<file path="config.mk">
export PLATFORM = sky130hd
export DESIGN_NAME = mem_arbiter
export DESIGN_NICKNAME = d
export VERILOG_FILES = /design/src/rtl/mem_arbiter.sv
export SDC_FILE = /design/constraint.sdc
export NUM_CORES = 1
export LEC_CHECK = 0
export ABC_AREA = 1
export BUFFER_PORTS_ARGS = -buffer_cell sky130_fd_sc_hd__buf_4
export CAP_MARGIN = 20
export CORE_ASPECT_RATIO = 0.8
export CORE_MARGIN = 3
export CORE_UTILIZATION = 25
export DETAILED_ROUTE_END_ITERATION = 12
export PLACE_DENSITY = 0.6
export SYNTH_ARGS = -nofsm -noshare
export SYNTH_HDL_FRONTEND = slang
export SYNTH_SLANG_ARGS = --single-unit
</file>
<file path="constraint.sdc">
create_clock -name clk_in -period 1.8 [get_ports clk_in]
set_clock_uncertainty 0.15 [all_clocks]
set_input_delay 0.09 -clock clk_in [delete_from_list [all_inputs] [get_ports clk_in]]
set_output_delay 0.09 -clock clk_in [all_outputs]
set_load 0.02 [all_outputs]
</file>
<file path="src/rtl/mem_arbiter.sv">
// mem_arbiter: N-channel fixed-priority/round-robin arbiter in front of a single byte-serial memory controller
//   clk_in, rst_n_in           clock, asynchronous active-low reset
//   rdy_in                     global stall (low freezes all state, blocks accepts)
//   flush_in                   pipeline flush, cancels masked in-flight reads
//   req_* / req_accept         per-channel request bundle and one-hot combinational accept
//   resp_valid / resp_data     one-hot completion pulse and read result
//   mc_* / mc_ready, mc_result registered request to the controller and its completion
module mem_arbiter #(
    parameter int NUM_CH = 2,
    parameter int ADDR_W = 32,
    parameter int ARB_MODE = 1,
    parameter logic [NUM_CH-1:0] FLUSH_MASK = {NUM_CH{1'b1}}
) (
    input  logic                     clk_in,
    input  logic                     rst_n_in,
    input  logic                     rdy_in,
    input  logic                     flush_in,
    input  logic [NUM_CH-1:0]        req_valid,
    input  logic [NUM_CH-1:0]        req_wr,
    input  logic [3*NUM_CH-1:0]      req_len,
    input  logic [ADDR_W*NUM_CH-1:0] req_addr,
    input  logic [32*NUM_CH-1:0]     req_value,
    output logic [NUM_CH-1:0]        req_accept,
    output logic [NUM_CH-1:0]        resp_valid,
    output logic [31:0]              resp_data,
    output logic                     mc_valid,
    output logic                     mc_wr,
    output logic [2:0]               mc_len,
    output logic [ADDR_W-1:0]        mc_addr,
    output logic [31:0]              mc_value,
    input  logic                     mc_ready,
    input  logic [31:0]              mc_result
);
    localparam int IW = NUM_CH > 1 ? $clog2(NUM_CH) : 1;
    typedef enum logic [1:0] {IDLE, ISSUE, BUSY, RESP} state_t;
    state_t state, state_nx;
    logic [IW-1:0] grant, rr, pick, cand;
    logic [NUM_CH-1:0] eligible;
    logic [2:0] lenv;
    logic found, accept_go, rd_masked, discard;
    int idx;
    // Search starts just past the last grant in round-robin mode, at 0 in fixed mode
    always_comb begin
        eligible = req_valid & ~(flush_in ? FLUSH_MASK & ~req_wr : '0);
        found = 1'b0;
        pick = '0;
        idx = 0;
        cand = '0;
        for (int i = 0; i < NUM_CH; i++) begin
            idx = ((ARB_MODE != 0 ? int'(rr) + 1 : 0) + i) % NUM_CH;
            cand = IW'(idx);
            if (!found && eligible[cand]) begin
                found = 1'b1;
                pick = cand;
            end
        end
    end
    assign lenv = req_len[pick*3 +: 3];
    always_comb begin
        accept_go = rdy_in && state == IDLE && found;
        rd_masked = !mc_wr && FLUSH_MASK[grant];
        req_accept = '0;
        req_accept[pick] = accept_go;
        // Gated by rdy_in so a stall in RESP cannot stretch the pulse
        resp_valid = '0;
        resp_valid[grant] = rdy_in && state == RESP && !discard && !(flush_in && rd_masked);
        state_nx = state == IDLE ? (found ? ISSUE : IDLE) :
                   state == ISSUE ? BUSY :
                   state == BUSY ? (mc_ready ? RESP : BUSY) : IDLE;
    end
    always_ff @(posedge clk_in or negedge rst_n_in) begin
        if (!rst_n_in) begin
            state <= IDLE;
            grant <= '0;
            rr <= IW'(NUM_CH - 1);
            mc_valid <= 1'b0;
            mc_wr <= 1'b0;
            mc_len <= '0;
            mc_addr <= '0;
            mc_value <= '0;
            resp_data <= '0;
            discard <= 1'b0;
        end else if (rdy_in) begin
            state <= state_nx;
            mc_valid <= accept_go;
            if (accept_go) begin
                grant <= pick;
                rr <= pick;
                mc_wr <= req_wr[pick];
                mc_len <= lenv > 3'd2 ? 3'd2 : lenv;
                mc_addr <= req_addr[pick*ADDR_W +: ADDR_W];
                mc_value <= req_value[pick*32 +: 32];
            end
            if (state == BUSY && mc_ready)
                resp_data <= mc_wr ? '0 : mc_result;
            // The controller cannot abort, so a flushed read still completes but its response is dropped
            discard <= state == RESP ? 1'b0 :
                       discard || ((state == ISSUE || state == BUSY) && flush_in && rd_masked);
        end
    end
endmodule

</file>
==> flow_summary_export.csv, run 1 <==
group,metric,value,unit
outcome,status,"finished clean",
critical_path,worstPathCellList,"inv_2 > ha_4 > nand4_1 > dlygate4sd3_1 > a21oi_1",
critical_path,crit_family,"buffers and inverters",
finish,design_area,9750,sq um
power,p_seq_share,33.0,%
global_routing,grt.total_usage,18.6,%
yosys,yosysUniqueCellTypes,25,
critical_path,max_stage_delay,570,ps
drt,wl_per_cell,14.9,um
hold_path,hp-start,"req_len[2]",
power,pwr-share-clk,16.8,%
placed_design,placed_area,7440,sq um
global_routing,grt_max_degree,44,
critical_path,r2r_start,"state[1]$_DFFE_PN0P_",
finish,final_common_cell,"nand2_1",
timing,fin_tns_setup,0,ps
power,ir_worst_vdd,0.592,mV
critical_path,crit_slowest_cell,"dlygate4sd3_1",
global_routing,antenna_found_initial,0,
timing,final_hold_viol_count,0,
floorplanning,core,19300,sq um
run,drv_cap,0,
yosys,seq_area_frac_synth,52.9,%
critical_path,r2r_cells,5,
critical_path,worstReg2RegEnd,"discard$_DFFE_PN0P_",
finish,syn_to_final_growth,94.5,%
clocking,clk_latency,350,ps
drt,wl,20.9,mm
yosys,synth.largest_area_cell,"dfrtp_1",
finish,finalNonFillerCells,1406,
timing,rsz0062_at_grt,"yes",
floorplanning,start_util,26.0,%
floorplanning,ioPinCount,280,
finish,drive_gt1_share,30.6,%
global_routing,grt_pass1_wl,32.0,mm
timing,fin_crit_sh,98.5,%
drt,via_count,6120,
timing,slew_violations,0,
drt,drtIter0Drc,345,
yosys,syn_inst,687,
yosys,syn_avg_cell_area,7.30,sq um
clocking,cts_tree,"done",
placed_design,gp_congestion,0.762,
drt,avgViaCountPerCell,4.35,
power,p_leak,5.30,nW
power,internal_power,7.31,mW
clocking,cts_buffers,9,
power,sw_frac_of_total,40.9,%
timing,slew_headroom,74.1,%
placed_design,io_buffers,279,
clocking,htreeDepth,3,
critical_path,required,1930,ps
critical_path,reg2reg_slack,30,ps
floorplanning,dieWidth,164,um
floorplanning,num_rows,45,
clocking,clkTransAtPathRegs,80,ps
global_routing,gr-total-overflow,0,
finish,n_antenna_cell,0,
floorplanning,die_area,21800,sq um
drt,drc,0,
yosys,ys_ff_latch,106,
critical_path,worst-path-buf-inv,2,
yosys,yosys_warnings,0,
global_routing,grt_pass1_vias,6203,
yosys,syn_nets,866,
hold_path,hold_end,"mc_len[0]$_DFFE_PN0P_",
timing,fmax,0.564,GHz
yosys,synth.cell_area,5020,sq um
clocking,cts_sinks,106,
hold_path,holdCritPathClass,"in2reg",
placed_design,placed_cells,1202,
power,power_density,1270,nW/um^2
critical_path,critPathKind,"reg2reg",
yosys,synth_top_area_share,52.4,%
clocking,cts_root_buffer,"clkbuf_16",
critical_path,worstPathMaxFanout,3,
critical_path,end_kind,"register",
power,switchingPower,5.07,mW
drt,dr.pass1.iters,5,
timing,worst_slew_pin_slew,388,ps
floorplanning,die_y,133,um
drt,ant_nets,0,
timing,final-setup-viol-count,0,
critical_path,cp.arrival,1900,ps
critical_path,worst_setup_path_start_kind,"register",
placed_design,dp_hpwl,13.1,mm
power,power_frac_comb,50.2,%
hold_path,hold-path-cell-count,7,
yosys,ys_top_cells_by_area,"dfrtp_1, nand2_1, o21ai_0, buf_2, buf_6",
clocking,clk_path_buf_depth,2,
finish,nets,1322,
timing,finalCriticalPeriod,1770,ps
finish,layout_common_cells,"nand2_1, buf_4, dlygate4sd3_1",
==> Yosys cell counts <==
cell	count
clkbuf_2	1
or2_2	2
inv_1	10
buf_1	4
nor2_1	10
clkbuf_1	13
o211ai_1	1
nand4_1	1
ha_1	4
a21oi_1	2
o21ai_1	2
buf_2	13
nand2_1	466
nand3_2	1
nand3_1	3
o311ai_1	1
nand2_2	1
buf_4	3
o21ai_0	34
buf_6	5
dfstp_2	1
clkinv_1	1
inv_2	2
dfrtp_1	105
a21boi_1	1
==> timing repair <==
action                                  4_1_cts  5_1_grt
endpoints found under the hold margin       208        0
gates cloned                                  2        1
hold buffers                                169        0
setup buffers                                 5       11
resized for setup                            17       15
endpoints found under the setup margin        2       19
pin swaps                                     2        3
==> kinds of logic (layout without fill, tap and decap cells) <==
kind of cell,after synthesis,after routing,synth area share [%]
flops,106,106,52.9
fa+ha+maj,4,4,0.998
buf+inv,52,513,5.21
simple gates,484,484,36.6
compound gates,41,41,4.27
==> layer usage <==
layer | GRT usage [%] | part of all wire, % | vias up
li1 | - | - | 2991
met1 | 22.7 | 42 | 2806
met2 | 31.4 | 47 | 291
met3 | 5.60 | 9.3 | 32
met4 | 5.97 | 2.2 | 0
met5 | 0 | 0 | -
==> per-stage QoR <==
step / total power, mW / hold WS (ps) / setup slack (ps) / utilization (%)
2_1_floorplan: 6.93 / -356 / 173 / -
5_1_grt: 13.2 / 85.0 / -41.0 / 50.5
3_3_place_gp: 9.63 / -104 / 82.8 / 38.5
3_5_place_dp: 9.67 / -107 / 64.6 / 38.5
4_1_cts: 12.3 / 54.4 / 1.56 / 49.7
6_report: 12.4 / 49.2 / 27.1 / 50.5
==> registers in the layout (all words and copies together), names as in the netlist <==
name and cells:
grant 1, mc_wr 1, resp_data 32, rr 1
state 2, mc_value 32, mc_valid 1, mc_addr 32
mc_len 3, discard 1
==> cell type report <==
type                       count  area (sq um)
inverter                      13          51.3
clock inverter                 7          82.6
multi-input combinational    529          2170
fill                        1730          9560
timing repair buffer         484          4250
tap                          258           323
clock buffer                   9           225
sequential                   106          2650
==> worst reg2reg max path, delay by kind of cell, from the launching register on <==
kind,cells,cell delay [ps]
flip-flops,1,420
AND/OR/NAND/NOR,1,90
adder cells (fa/ha/maj),1,270
AO/OA/AOI/OAI,1,120
buffers and inverters,2,650
==> worst max path at each step <==
stage | end | start | slack, ps | depth (start not counted)
after detailed placement | mc_len[0]$_DFFE_PN0P_ | rr$_DFFE_PN1P_ | 60 | 8
final | discard$_DFFE_PN0P_ | state[1]$_DFFE_PN0P_ | 30 | 5
after global routing | resp_valid[0] | state[0]$_DFFE_PN0P_ | -40 | 7
after CTS | mc_len[0]$_DFFE_PN0P_ | rr$_DFFE_PN1P_ | 2 | 9
after floorplan | grant$_DFFE_PN0P_ | rr$_DFFE_PN1P_ | 170 | 6
after global placement | mc_len[0]$_DFFE_PN0P_ | rr$_DFFE_PN1P_ | 80 | 8
==> power by group through the flow <==
stage	Clock, mW	Combinational, mW	Sequential, mW
floorplan	0	1.70	5.23
global placement	0	5.55	4.07
detailed placement	0	5.59	4.08
CTS	2.17	6.07	4.07
global route	2.25	6.76	4.20
finish	2.08	6.21	4.09
No activity file was read; power rests on OpenSTA's default activity.
==> run 2: changes to the inputs <==
--- a/config.mk
+++ b/config.mk
@@ -5,14 +5,14 @@
 export SDC_FILE = /design/constraint.sdc
 export NUM_CORES = 1
 export LEC_CHECK = 0
-export ABC_AREA = 1
+export ABC_AREA = 0
 export BUFFER_PORTS_ARGS = -buffer_cell sky130_fd_sc_hd__buf_4
 export CAP_MARGIN = 20
 export CORE_ASPECT_RATIO = 0.8
 export CORE_MARGIN = 3
 export CORE_UTILIZATION = 25
 export DETAILED_ROUTE_END_ITERATION = 12
-export PLACE_DENSITY = 0.6
+export PLACE_DENSITY = 0.61
 export SYNTH_ARGS = -nofsm -noshare
 export SYNTH_HDL_FRONTEND = slang
 export SYNTH_SLANG_ARGS = --single-unit
==> run 2 against run 1 <==
The run now ends with setup timing left. Largest power group unchanged. Synthesized area fell by 3.2%. Critical endpoint is now req_accept[0]. Critical path type is now reg2out. Global-route usage down 1.6 points. Synthesized cell count is 31% lower. Highest routed layer unchanged.
==> flow_summary_export.csv, run 2 <==
group,metric,value,unit
outcome,status,"finished, violations left",
outcome,violations,"setup timing",
yosys,yosysUniqueCellTypes,32,
critical_path,crit_slowest_cell,"dfstp_2",
critical_path,cp.arrival,1590,ps
power,total_power,12.4,mW
yosys,synth.cell_area,4850,sq um
critical_path,r2r_start,"rr$_DFFE_PN1P_",
timing,slew_violations,0,
global_routing,gr-total-overflow,0,
yosys,synth_top_area_share,54.1,%
placed_design,io_buffers,279,
timing,final_hold_viol_count,0,
finish,final_core_util,52.7,%
drt,drc,0,
critical_path,critPathKind,"reg2out",
yosys,synth-edff-count,0,
global_routing,antenna_found_initial,0,
clocking,clk_path_buf_depth,2,
critical_path,worstPathCellList,"nand2_2 > o221ai_4 > buf_12 > buf_8 > and2_4 > buf_6",
timing,post-route-worst-setup-slack,-27.0,ps
finish,syn_to_final_growth,102,%
critical_path,worst-path-buf-inv,3,
timing,fin_crit_sh,101,%
drt,wl,18.9,mm
timing,worst_slew_pin_slew,453,ps
timing,fmax,0.547,GHz
yosys,synth.largest_area_cell,"dfrtp_1",
timing,fin_tns_setup,-27.0,ps
clocking,htreeDepth,3,
finish,nets,1117,
yosys,ys_ff_latch,106,
yosys,syn_nets,653,
yosys,synthMostInstantiatedCell,"dfrtp_1",
global_routing,grt_pass1_vias,5443,
timing,slew_headroom,69.8,%
global_routing,grt_max_degree,65,
clocking,clk_latency,340,ps
floorplanning,ioPinCount,280,
yosys,ys_top_cells_by_area,"dfrtp_1, mux2i_1, o21ai_0, nand2_1, nand2b_1",
clocking,cts_buffers,9,
yosys,synth_common_cells,"dfrtp_1, nand2_1, o21ai_0, mux2i_1, nand2b_1",
power,p_leak,4.89,nW
floorplanning,die_area,21100,sq um
power,ir_worst_vdd,0.632,mV
drt,dr.pass1.iters,4,
floorplanning,start_util,26.1,%
finish,design_area,9810,sq um
yosys,seq_area_frac_synth,54.7,%
hold_path,holdCritPathClass,"in2async",
finish,drive_gt1_share,39.1,%
global_routing,grt_pass1_wl,28.4,mm
critical_path,reg2reg_slack,0,ps
critical_path,max_stage_delay,540,ps
finish,final_common_cell,"buf_4",
floorplanning,die_y,131,um
finish,reg_top3,"mc_addr: 32 flops, mc_value: 32 flops, resp_data: 32 flops",
critical_path,worstPathMaxFanout,2,
clocking,cts_tree,"done",
timing,final-setup-viol-count,1,
floorplanning,core,18600,sq um
clocking,cts_root_buffer,"clkbuf_16",
clocking,cts_sinks,106,
yosys,yosys_warnings,0,
timing,finalCriticalPeriod,1830,ps
critical_path,end_kind,"primary output",
floorplanning,dieWidth,162,um
yosys,syn_avg_cell_area,10.2,sq um
critical_path,r2r_cells,7,
drt,avgViaCountPerCell,4.30,
timing,rsz0062_at_grt,"yes",
drt,ant_nets,0,
critical_path,required,1560,ps
yosys,synthFlopType,"dfrtp_1",
critical_path,worst_setup_path_start_kind,"register",
floorplanning,num_rows,44,
yosys,synth-async-reset-ratio,100,%
placed_design,placed_area,7360,sq um
drt,wl_per_cell,15.8,um
global_routing,grt.total_usage,17.0,%
placed_design,dp_hpwl,11.5,mm
clocking,clkTransAtPathRegs,70,ps
power,power_density,1270,nW/um^2
yosys,syn_inst,474,
placed_design,placed_cells,991,
drt,via_count,5148,
finish,layout_common_cells,"buf_4, dlygate4sd3_1, dfrtp_1",
drt,drtIter0Drc,216,
run,drv_cap,0,
finish,finalNonFillerCells,1196,
critical_path,worstReg2RegEnd,"mc_len[1]$_DFFE_PN0P_",
critical_path,crit_family,"flip-flops",
placed_design,gp_congestion,0.782,
==> run 2: metal layers <==
metal	vias to the layer above	routed length (um)	track usage (%)
li1	2532	-	-
met3	46	1360	5.89
met2	205	9330	29.4
met4	0	578	6.52
met5	-	0	0
met1	2365	7610	19.6
==> run 2: how the worst max path moves through the flow <==
stage	from	endpoint	slack, ps	cells after the start
after global placement	state[0]$_DFFE_PN0P_	mc_addr[26]$_DFFE_PN0P_	60	7
after global routing	rr$_DFFE_PN1P_	req_accept[0]	-70	6
final	rr$_DFFE_PN1P_	req_accept[0]	-30	6
after CTS	rr$_DFFE_PN1P_	req_accept[0]	-50	6
after floorplan	mc_wr$_DFFE_PN0P_	resp_valid[0]	100	3
after detailed placement	rr$_DFFE_PN1P_	mc_value[5]$_DFFE_PN0P_	20	6
==> run 2: power breakdown <==
| part | internal, mW | switching, mW |
|---|---|---|
| sequential | 3.50 | 0.660 |
| clock | 0.953 | 0.936 |
| combinational | 3.01 | 3.38 |
==> run 2: stage by stage <==
step	setup WS, ps	hold WS [ps]
after global routing	-74.9	110
after detailed placement	22.9	-77.9
after floorplan	102	-356
after global placement	59.2	-80.1
after CTS	-48.7	76.3
final	-27.0	84.8
==> run 2: worst register-to-register path: stages (launching register included) <==
cell and delay (ps):
dfstp_2 540, nand2_2 60, o221ai_4 190, buf_12 150, buf_12 150, buf_4 130, mux2_4 290, o21ai_2 100
==> run 2: cell type report <==
cell class / count / area [sq um]
inverter: 4 / 15.0
timing repair buffer: 486 / 4380
multi-input combinational: 331 / 2170
fill: 1590 / 8790
sequential: 106 / 2650
clock inverter: 6 / 50.0
antenna: 1 / 2.50
clock buffer: 9 / 225
tap: 253 / 317
==> run 2: kinds of logic (layout without fill, tap and decap cells) <==
kind of cell,count (synthesis),count (layout),synth area share [%]
flops,106,106,54.7
simple gates,149,149,13.7
buf+inv,38,505,4.77
compound gates,111,112,12.1
other cells,0,1,0
fa+ha+maj,4,4,1.03
mux,66,66,13.7
==> run 2: timing repair <==
item,in CTS,in global routing
pin swaps,3,1
buffers inserted,11,1
resized for setup,17,62
endpoints found under the hold margin,208,0
cloned,3,4
setup endpoints to repair,2,67
hold buffers,170,0
